### src/rtl/uart_pkg.sv
// Shared UART framing constants, state encodings and byte helpers used by
// both the nonce transmit path and the block-header receive path.
package uart_pkg;

  // 50 MHz UART clock / 115200 baud
  localparam int CLKS_PER_BIT_DEFAULT = 434;
  localparam logic [7:0] SYNC_BYTE_DEFAULT = 8'hA5;
  localparam int FRAME_BYTES = 6;

  // Line / frame state encodings
  localparam logic [2:0] ST_IDLE  = 3'd0;
  localparam logic [2:0] ST_START = 3'd1;
  localparam logic [2:0] ST_DATA  = 3'd2;
  localparam logic [2:0] ST_STOP  = 3'd3;
  localparam logic [2:0] ST_DONE  = 3'd4;

  // XOR checksum over the four nonce bytes (sync byte excluded)
  function automatic logic [7:0] nonceChecksum(input logic [31:0] n);
    return n[31:24] ^ n[23:16] ^ n[15:8] ^ n[7:0];
  endfunction

  // Byte idx of a frame: sync, nonce MSB first, checksum
  function automatic logic [7:0] frameByte(input logic [2:0] idx, input logic [7:0] sync,
                                           input logic [31:0] n, input logic [7:0] chk);
    logic [7:0] b;
    case (idx)
      3'd0:    b = sync;
      3'd1:    b = n[31:24];
      3'd2:    b = n[23:16];
      3'd3:    b = n[15:8];
      3'd4:    b = n[7:0];
      3'd5:    b = chk;
      default: b = sync;
    endcase
    return b;
  endfunction

endpackage

### src/rtl/uart_tx_byte.sv
// 8N1 byte serializer with a valid/ready handshake. ready is also raised in
// the final stop-bit cycle so the next byte's start bit follows with no gap.
module uart_tx_byte
  import uart_pkg::*;
#(
  parameter int CLKS_PER_BIT = CLKS_PER_BIT_DEFAULT
) (
  input  logic       clock,
  input  logic       reset,
  input  logic [7:0] data,
  input  logic       valid,
  output logic       ready,
  output logic       txd
);

  localparam logic [15:0] BAUD_LAST = 16'(CLKS_PER_BIT - 1);

  logic [2:0]  bitState;
  logic [15:0] baudCnt;
  logic [2:0]  bitIdx;
  logic [7:0]  shiftReg;
  logic        txdReg;
  logic        baudWrap;

  assign baudWrap = (baudCnt == BAUD_LAST);
  assign txd      = txdReg;

  // Accept a byte when idle or in the last cycle of the stop bit
  always_comb begin
    ready = 1'b0;
    if (bitState == ST_IDLE) begin
      ready = 1'b1;
    end else if ((bitState == ST_STOP) && baudWrap) begin
      ready = 1'b1;
    end else begin
      ready = 1'b0;
    end
  end

  // Bit sequencing: start, 8 data bits LSB first, stop; each CLKS_PER_BIT long
  always_ff @(posedge clock or posedge reset) begin
    if (reset) begin
      bitState <= ST_IDLE;
      baudCnt  <= 16'd0;
      bitIdx   <= 3'd0;
      shiftReg <= 8'd0;
      txdReg   <= 1'b1;
    end else if (valid && ready) begin
      bitState <= ST_START;
      baudCnt  <= 16'd0;
      bitIdx   <= 3'd0;
      shiftReg <= data;
      txdReg   <= 1'b0;
    end else begin
      case (bitState)
        ST_IDLE: begin
          baudCnt <= 16'd0;
          txdReg  <= 1'b1;
        end
        ST_START: begin
          if (baudWrap) begin
            baudCnt  <= 16'd0;
            bitIdx   <= 3'd0;
            bitState <= ST_DATA;
            txdReg   <= shiftReg[0];
          end else begin
            baudCnt <= baudCnt + 16'd1;
          end
        end
        ST_DATA: begin
          if (baudWrap) begin
            baudCnt <= 16'd0;
            if (bitIdx == 3'd7) begin
              bitState <= ST_STOP;
              txdReg   <= 1'b1;
            end else begin
              bitIdx   <= bitIdx + 3'd1;
              shiftReg <= {1'b0, shiftReg[7:1]};
              txdReg   <= shiftReg[1];
            end
          end else begin
            baudCnt <= baudCnt + 16'd1;
          end
        end
        ST_STOP: begin
          if (baudWrap) begin
            baudCnt  <= 16'd0;
            bitState <= ST_IDLE;
            txdReg   <= 1'b1;
          end else begin
            baudCnt <= baudCnt + 16'd1;
          end
        end
        default: begin
          bitState <= ST_IDLE;
          baudCnt  <= 16'd0;
          txdReg   <= 1'b1;
        end
      endcase
    end
  end

endmodule

### src/rtl/nonce_uart_tx.sv
// Golden-nonce transmitter: sequences the 6-byte frame (sync, nonce MSB
// first, XOR checksum) into uart_tx_byte and generates busy/done.
module nonce_uart_tx
  import uart_pkg::*;
#(
  parameter int         CLKS_PER_BIT = CLKS_PER_BIT_DEFAULT,
  parameter logic [7:0] SYNC_BYTE    = SYNC_BYTE_DEFAULT
) (
  input  logic        clock,
  input  logic        reset,
  input  logic        send,
  input  logic [31:0] nonce,
  output logic        txd,
  output logic        busy,
  output logic        done
);

  localparam logic [2:0] LAST_BYTE = 3'(FRAME_BYTES - 1);

  // frameState uses IDLE / DATA (bytes in flight) / DONE
  logic [2:0]  frameState;
  logic [2:0]  byteIdx;
  logic [31:0] nonceReg;
  logic [7:0]  checksumReg;
  logic        busyReg;
  logic        doneReg;
  logic        byteValid;
  logic        byteReady;
  logic [7:0]  byteData;

  assign busy = busyReg;
  assign done = doneReg;

  // Byte handoff: sync byte on accept, then bytes 1..5 from the latched nonce
  always_comb begin
    byteValid = 1'b0;
    byteData  = SYNC_BYTE;
    case (frameState)
      ST_IDLE, ST_DONE: begin
        byteValid = send;
        byteData  = SYNC_BYTE;
      end
      ST_DATA: begin
        if (byteIdx < LAST_BYTE) begin
          byteValid = 1'b1;
          byteData  = frameByte(byteIdx + 3'd1, SYNC_BYTE, nonceReg, checksumReg);
        end else begin
          byteValid = 1'b0;
          byteData  = SYNC_BYTE;
        end
      end
      default: begin
        byteValid = 1'b0;
        byteData  = SYNC_BYTE;
      end
    endcase
  end

  // Frame sequencing; DONE is accept-ready so frames can run back to back
  always_ff @(posedge clock or posedge reset) begin
    if (reset) begin
      frameState  <= ST_IDLE;
      byteIdx     <= 3'd0;
      nonceReg    <= 32'd0;
      checksumReg <= 8'd0;
      busyReg     <= 1'b0;
      doneReg     <= 1'b0;
    end else begin
      case (frameState)
        ST_IDLE, ST_DONE: begin
          doneReg <= 1'b0;
          byteIdx <= 3'd0;
          if (send) begin
            frameState  <= ST_DATA;
            nonceReg    <= nonce;
            checksumReg <= nonceChecksum(nonce);
            busyReg     <= 1'b1;
          end else begin
            frameState <= ST_IDLE;
            busyReg    <= 1'b0;
          end
        end
        ST_DATA: begin
          doneReg <= 1'b0;
          if (byteReady) begin
            if (byteIdx == LAST_BYTE) begin
              frameState <= ST_DONE;
              byteIdx    <= 3'd0;
              busyReg    <= 1'b0;
              doneReg    <= 1'b1;
            end else begin
              byteIdx <= byteIdx + 3'd1;
            end
          end else begin
            byteIdx <= byteIdx;
          end
        end
        default: begin
          frameState <= ST_IDLE;
          byteIdx    <= 3'd0;
          busyReg    <= 1'b0;
          doneReg    <= 1'b0;
        end
      endcase
    end
  end

  uart_tx_byte #(
    .CLKS_PER_BIT(CLKS_PER_BIT)
  ) u_txByte (
    .clock(clock),
    .reset(reset),
    .data (byteData),
    .valid(byteValid),
    .ready(byteReady),
    .txd  (txd)
  );

endmodule

### config.mk
export PLATFORM = sky130hd
export DESIGN_NAME = nonce_uart_tx
export DESIGN_NICKNAME = d
export VERILOG_FILES = /design/src/rtl/uart_pkg.sv /design/src/rtl/uart_tx_byte.sv /design/src/rtl/nonce_uart_tx.sv
export SDC_FILE = /design/constraint.sdc
export NUM_CORES = 1
export LEC_CHECK = 0
export BUFFER_PORTS_ARGS = -buffer_cell sky130_fd_sc_hd__clkbuf_2
export CAP_MARGIN = 10
export CORE_MARGIN = 2
export CORE_UTILIZATION = 45
export DETAILED_ROUTE_END_ITERATION = 6
export HOLD_SLACK_MARGIN = 0.1
export PLACE_DENSITY = 0.66
export SLEW_MARGIN = 5
export SYNTH_ARGS = -nofsm -noshare
export SYNTH_HDL_FRONTEND = slang
export SYNTH_HIERARCHICAL = 1
export SYNTH_SLANG_ARGS = --single-unit
export TNS_END_PERCENT = 30
### constraint.sdc
create_clock -name clock -period 2.7 [get_ports clock]
set_input_delay 0.27 -clock clock [delete_from_list [all_inputs] [get_ports clock]]
set_output_delay 0.27 -clock clock [all_outputs]
set_load 0.02 [all_outputs]
==> impl_metrics.yaml <==
setup_path:
  worstPathRequired_ps: 2950
  reg2regPathDepth: 9
  worstSetupPathType: "reg -> reg"
  cp-start-kind: "flip-flop"
  setup.worst_path.end: "u_txByte/shiftReg[4]$_DFFE_PP0P_"
  crit_slowest_cell: "ha_1"
  endpoint_kind: "flip-flop"
  regToRegSetupSlack_ps: 370
  slowest_delay_ps: 420
  cp.arrival_ps: 2570
  r2r-end: "u_txByte/shiftReg[4]$_DFFE_PP0P_"
  critPathMaxFanout: 10
  timing.rr.start: "byteIdx[0]$_DFFE_PP0P_"
  critPathLaunch: "byteIdx[0]$_DFFE_PP0P_"
  cp_cell_sequence: "inv_1 -> nor2_1 -> ha_1 -> and2_4 -> and2_4 -> a222oi_1 -> nor2_1 -> a22o_2 -> a21o_1"
floorplan:
  initial_core_util_pct: 46.6
  io_pins: 38
  die_x_um: 99.0
  die_h_um: 99.0
  rows: 34
  core_mm2: 0.00872
  dieArea_mm2: 0.00981
sta:
  setup_ws_ps: 371
  period_minus_slack_ps: 2330
  setup-violations-final: 0
  timing.final.crit_share_pct: 86.3
  maxSlewViolCount: 0
  slew_headroom_pct: 37.0
  fmax_mhz: 429
  rsz0062_at_grt: "false"
  hold_ws_ps: 167
  finalHoldViolations: 0
  skew_ps: 6.28
  worst_slew_pin_slew_ps: 943
  setup_tns_ps: 0
drt:
  antenna_left: 0
  drc_errors: 0
  wl_um: 7770
  wl_met1_um: 3740
  dr.pass1.iters: 4
  drt-vias-per-instance: 5.31
  met3_length_um: 278
  drtIter0Drc: 181
  top_layer_used: "met4"
  vias: 2735
  wl_per_cell_um: 15.1
  dr_wl_met2_um: 3680
job:
  maxCapViolCount: 0
grt:
  grt_pass1_vias: 2826
  grt_pass1_wl_um: 13700
  track_usage_pct: 17.4
  overflow: 0
  grt_max_degree: 50
  antenna_found_initial: 0
synthesis:
  synthTopCellsByArea: "dfrtp_1 (46%), mux2_2 (8.6%), xnor2_1 (6.5%)"
  synth_top_area_share_pct: 46.2
  syn_area_per_cell_um2: 11.3
  synth_warnings: 6
  synth_nets: 405
  netlist_area_mm2: 0.00406
  synth-seq-area-share_pct: 46.8
  synth_edf_count: 0
  ys_seq_elements: 76
  async_flop_share_pct: 100
  synth_top_area_cell: "dfrtp_1"
  synthCells: 361
  yosys.cell_types.count: 58
  synth-main-ff-cell: "dfrtp_1"
finish:
  drive_gt1_share_pct: 31.0
  n_antenna_cell: 0
  syn2layout_area_growth_pct: 12.6
  finalNetCount: 446
  final_cell_mix: "dfrtp_1 (75), nor2_1 (43), clkbuf_2 (37)"
  final_core_util_pct: 52.5
  final_common_cell: "dfrtp_1"
clock_tree:
  clock_sinks: 76
  cts.htree.levels: 3
  clkTransAtPathRegs_ps: 90
  cts_tree: "built"
  post_cts_resized: 0
  clock_latency_ps: 350
  cts-root-buf: "clkbuf_8"
  numCtsBuffers: 9
  cts_max_path_buffers: 2
power_and_ir_drop:
  p_comb_share_pct: 42.0
  p_sw_mw: 1.84
  total_power_mw: 4.97
  p_seq_share_pct: 37.7
  ir_drop_mv: 0.436
  p_per_area_mw_per_mm2: 1090
  p_int_mw: 3.13
  power_leakage_nw: 2.00
  sw_frac_of_total_pct: 37.1
  clkPwrFrac_pct: 20.3
placed_design:
  place_ws_ps: 390
  io_buffers: 37
  gp_congestion: 0.802
  dp_hpwl_um: 5570
min_path:
  hp-class: "in -> reg"
run_status:
  status: "finished clean"
==> through the flow <==
step | cells | area, µm²
2_1_floorplan | 361 | 4060
3_3_place_gp | 498 | 4340
3_5_place_dp | 498 | 4340
4_1_cts | 515 | 4580
5_1_grt | 515 | 4580
6_report | 515 | 4580
==> state kept, by name, summed over array words and instances, names as in the netlist <==
name	cells
u_txByte/baudCnt	16
u_txByte/shiftReg	8
byteIdx	3
frameState	2
nonceReg	32
u_txByte/bitState	2
u_txByte/bitIdx	3
u_txByte/txd	1
done	1
checksumReg	8
==> power groups by stage <==
stage                     logic [mW]  registers, mW  clock network (mW)
after global routing            2.33           1.93                1.09
after floorplan                 1.77           1.79                   0
final                           2.09           1.87                1.01
after CTS                       2.11           1.88                1.04
after detailed placement        2.10           1.90                   0
after global placement          2.06           1.89                   0
==> Yosys cell counts, types with 3 or more instances <==
| cell type | instances |
|---|---|
| xor2_1 | 9 |
| a22o_2 | 5 |
| a22oi_1 | 7 |
| nor2b_1 | 4 |
| dfrtp_1 | 75 |
| inv_1 | 10 |
| nand2b_1 | 4 |
| nand2_2 | 3 |
| o21ai_0 | 6 |
| a222oi_1 | 4 |
| a21o_1 | 7 |
| nand2_1 | 13 |
| buf_2 | 6 |
| mux2_2 | 31 |
| nand3_1 | 10 |
| buf_6 | 4 |
| o21ai_2 | 4 |
| nand4_1 | 3 |
| ha_1 | 9 |
| nor3_1 | 4 |
| nor2_1 | 43 |
| o2111ai_2 | 4 |
| xnor2_1 | 30 |
| a21oi_1 | 15 |
| mux2i_1 | 9 |
==> how the worst min path moves through the flow <==
stage | slack, ps | start | to | cells past startpoint
5_1_grt | 150 | nonce[13] | nonceReg[13]$_DFFE_PP0P_ | 2
3_3_place_gp | 370 | reset | u_txByte/baudCnt[11]$_DFF_PP0_ | 3
2_1_floorplan | 360 | reset | u_txByte/baudCnt[0]$_DFF_PP0_ | 1
6_report | 170 | nonce[10] | nonceReg[10]$_DFFE_PP0P_ | 2
3_5_place_dp | 380 | reset | u_txByte/baudCnt[6]$_DFF_PP0_ | 3
4_1_cts | 150 | nonce[10] | nonceReg[10]$_DFFE_PP0P_ | 2
==> final cells by class <==
cell class	instances	area (µm²)
fill	781	4150
multi-input combinational	261	2030
sequential	76	1900
timing repair buffer	43	233
tap	108	135
clock buffer	9	124
clock inverter	7	106
inverter	11	41.3
==> routing by layer <==
| layer | up-vias | track usage (%) |
|---|---|---|
| met4 | 0 | 5.37 |
| met1 | 1326 | 24.1 |
| met2 | 42 | 27.1 |
| met3 | 6 | 4.47 |
| met5 | - | 0 |
| li1 | 1361 | - |
==> what timing repair did <==
action,CTS,global route
hold buffers,1,0
endpoints found under the hold margin,29,0
setup buffers,0,0
==> worst max-delay path, delay by kind of cell, from the launching register on <==
kind | cells | cell delay (ps)
flops | 1 | 380
compound gates | 3 | 750
simple gates | 4 | 540
fa+ha+maj | 1 | 420
buf+inv | 1 | 130
==> cells by family after synthesis <==
group / after synthesis / share of synthesized area, %
fa+ha+maj: 10 / 3.05
xor+xnor: 39 / 8.41
buf+inv: 24 / 3.32
mux: 42 / 11.4
compound gates: 62 / 12.0
simple gates: 108 / 15.0
flops: 76 / 46.8
Note: power is estimated with default switching activity, not from simulation.
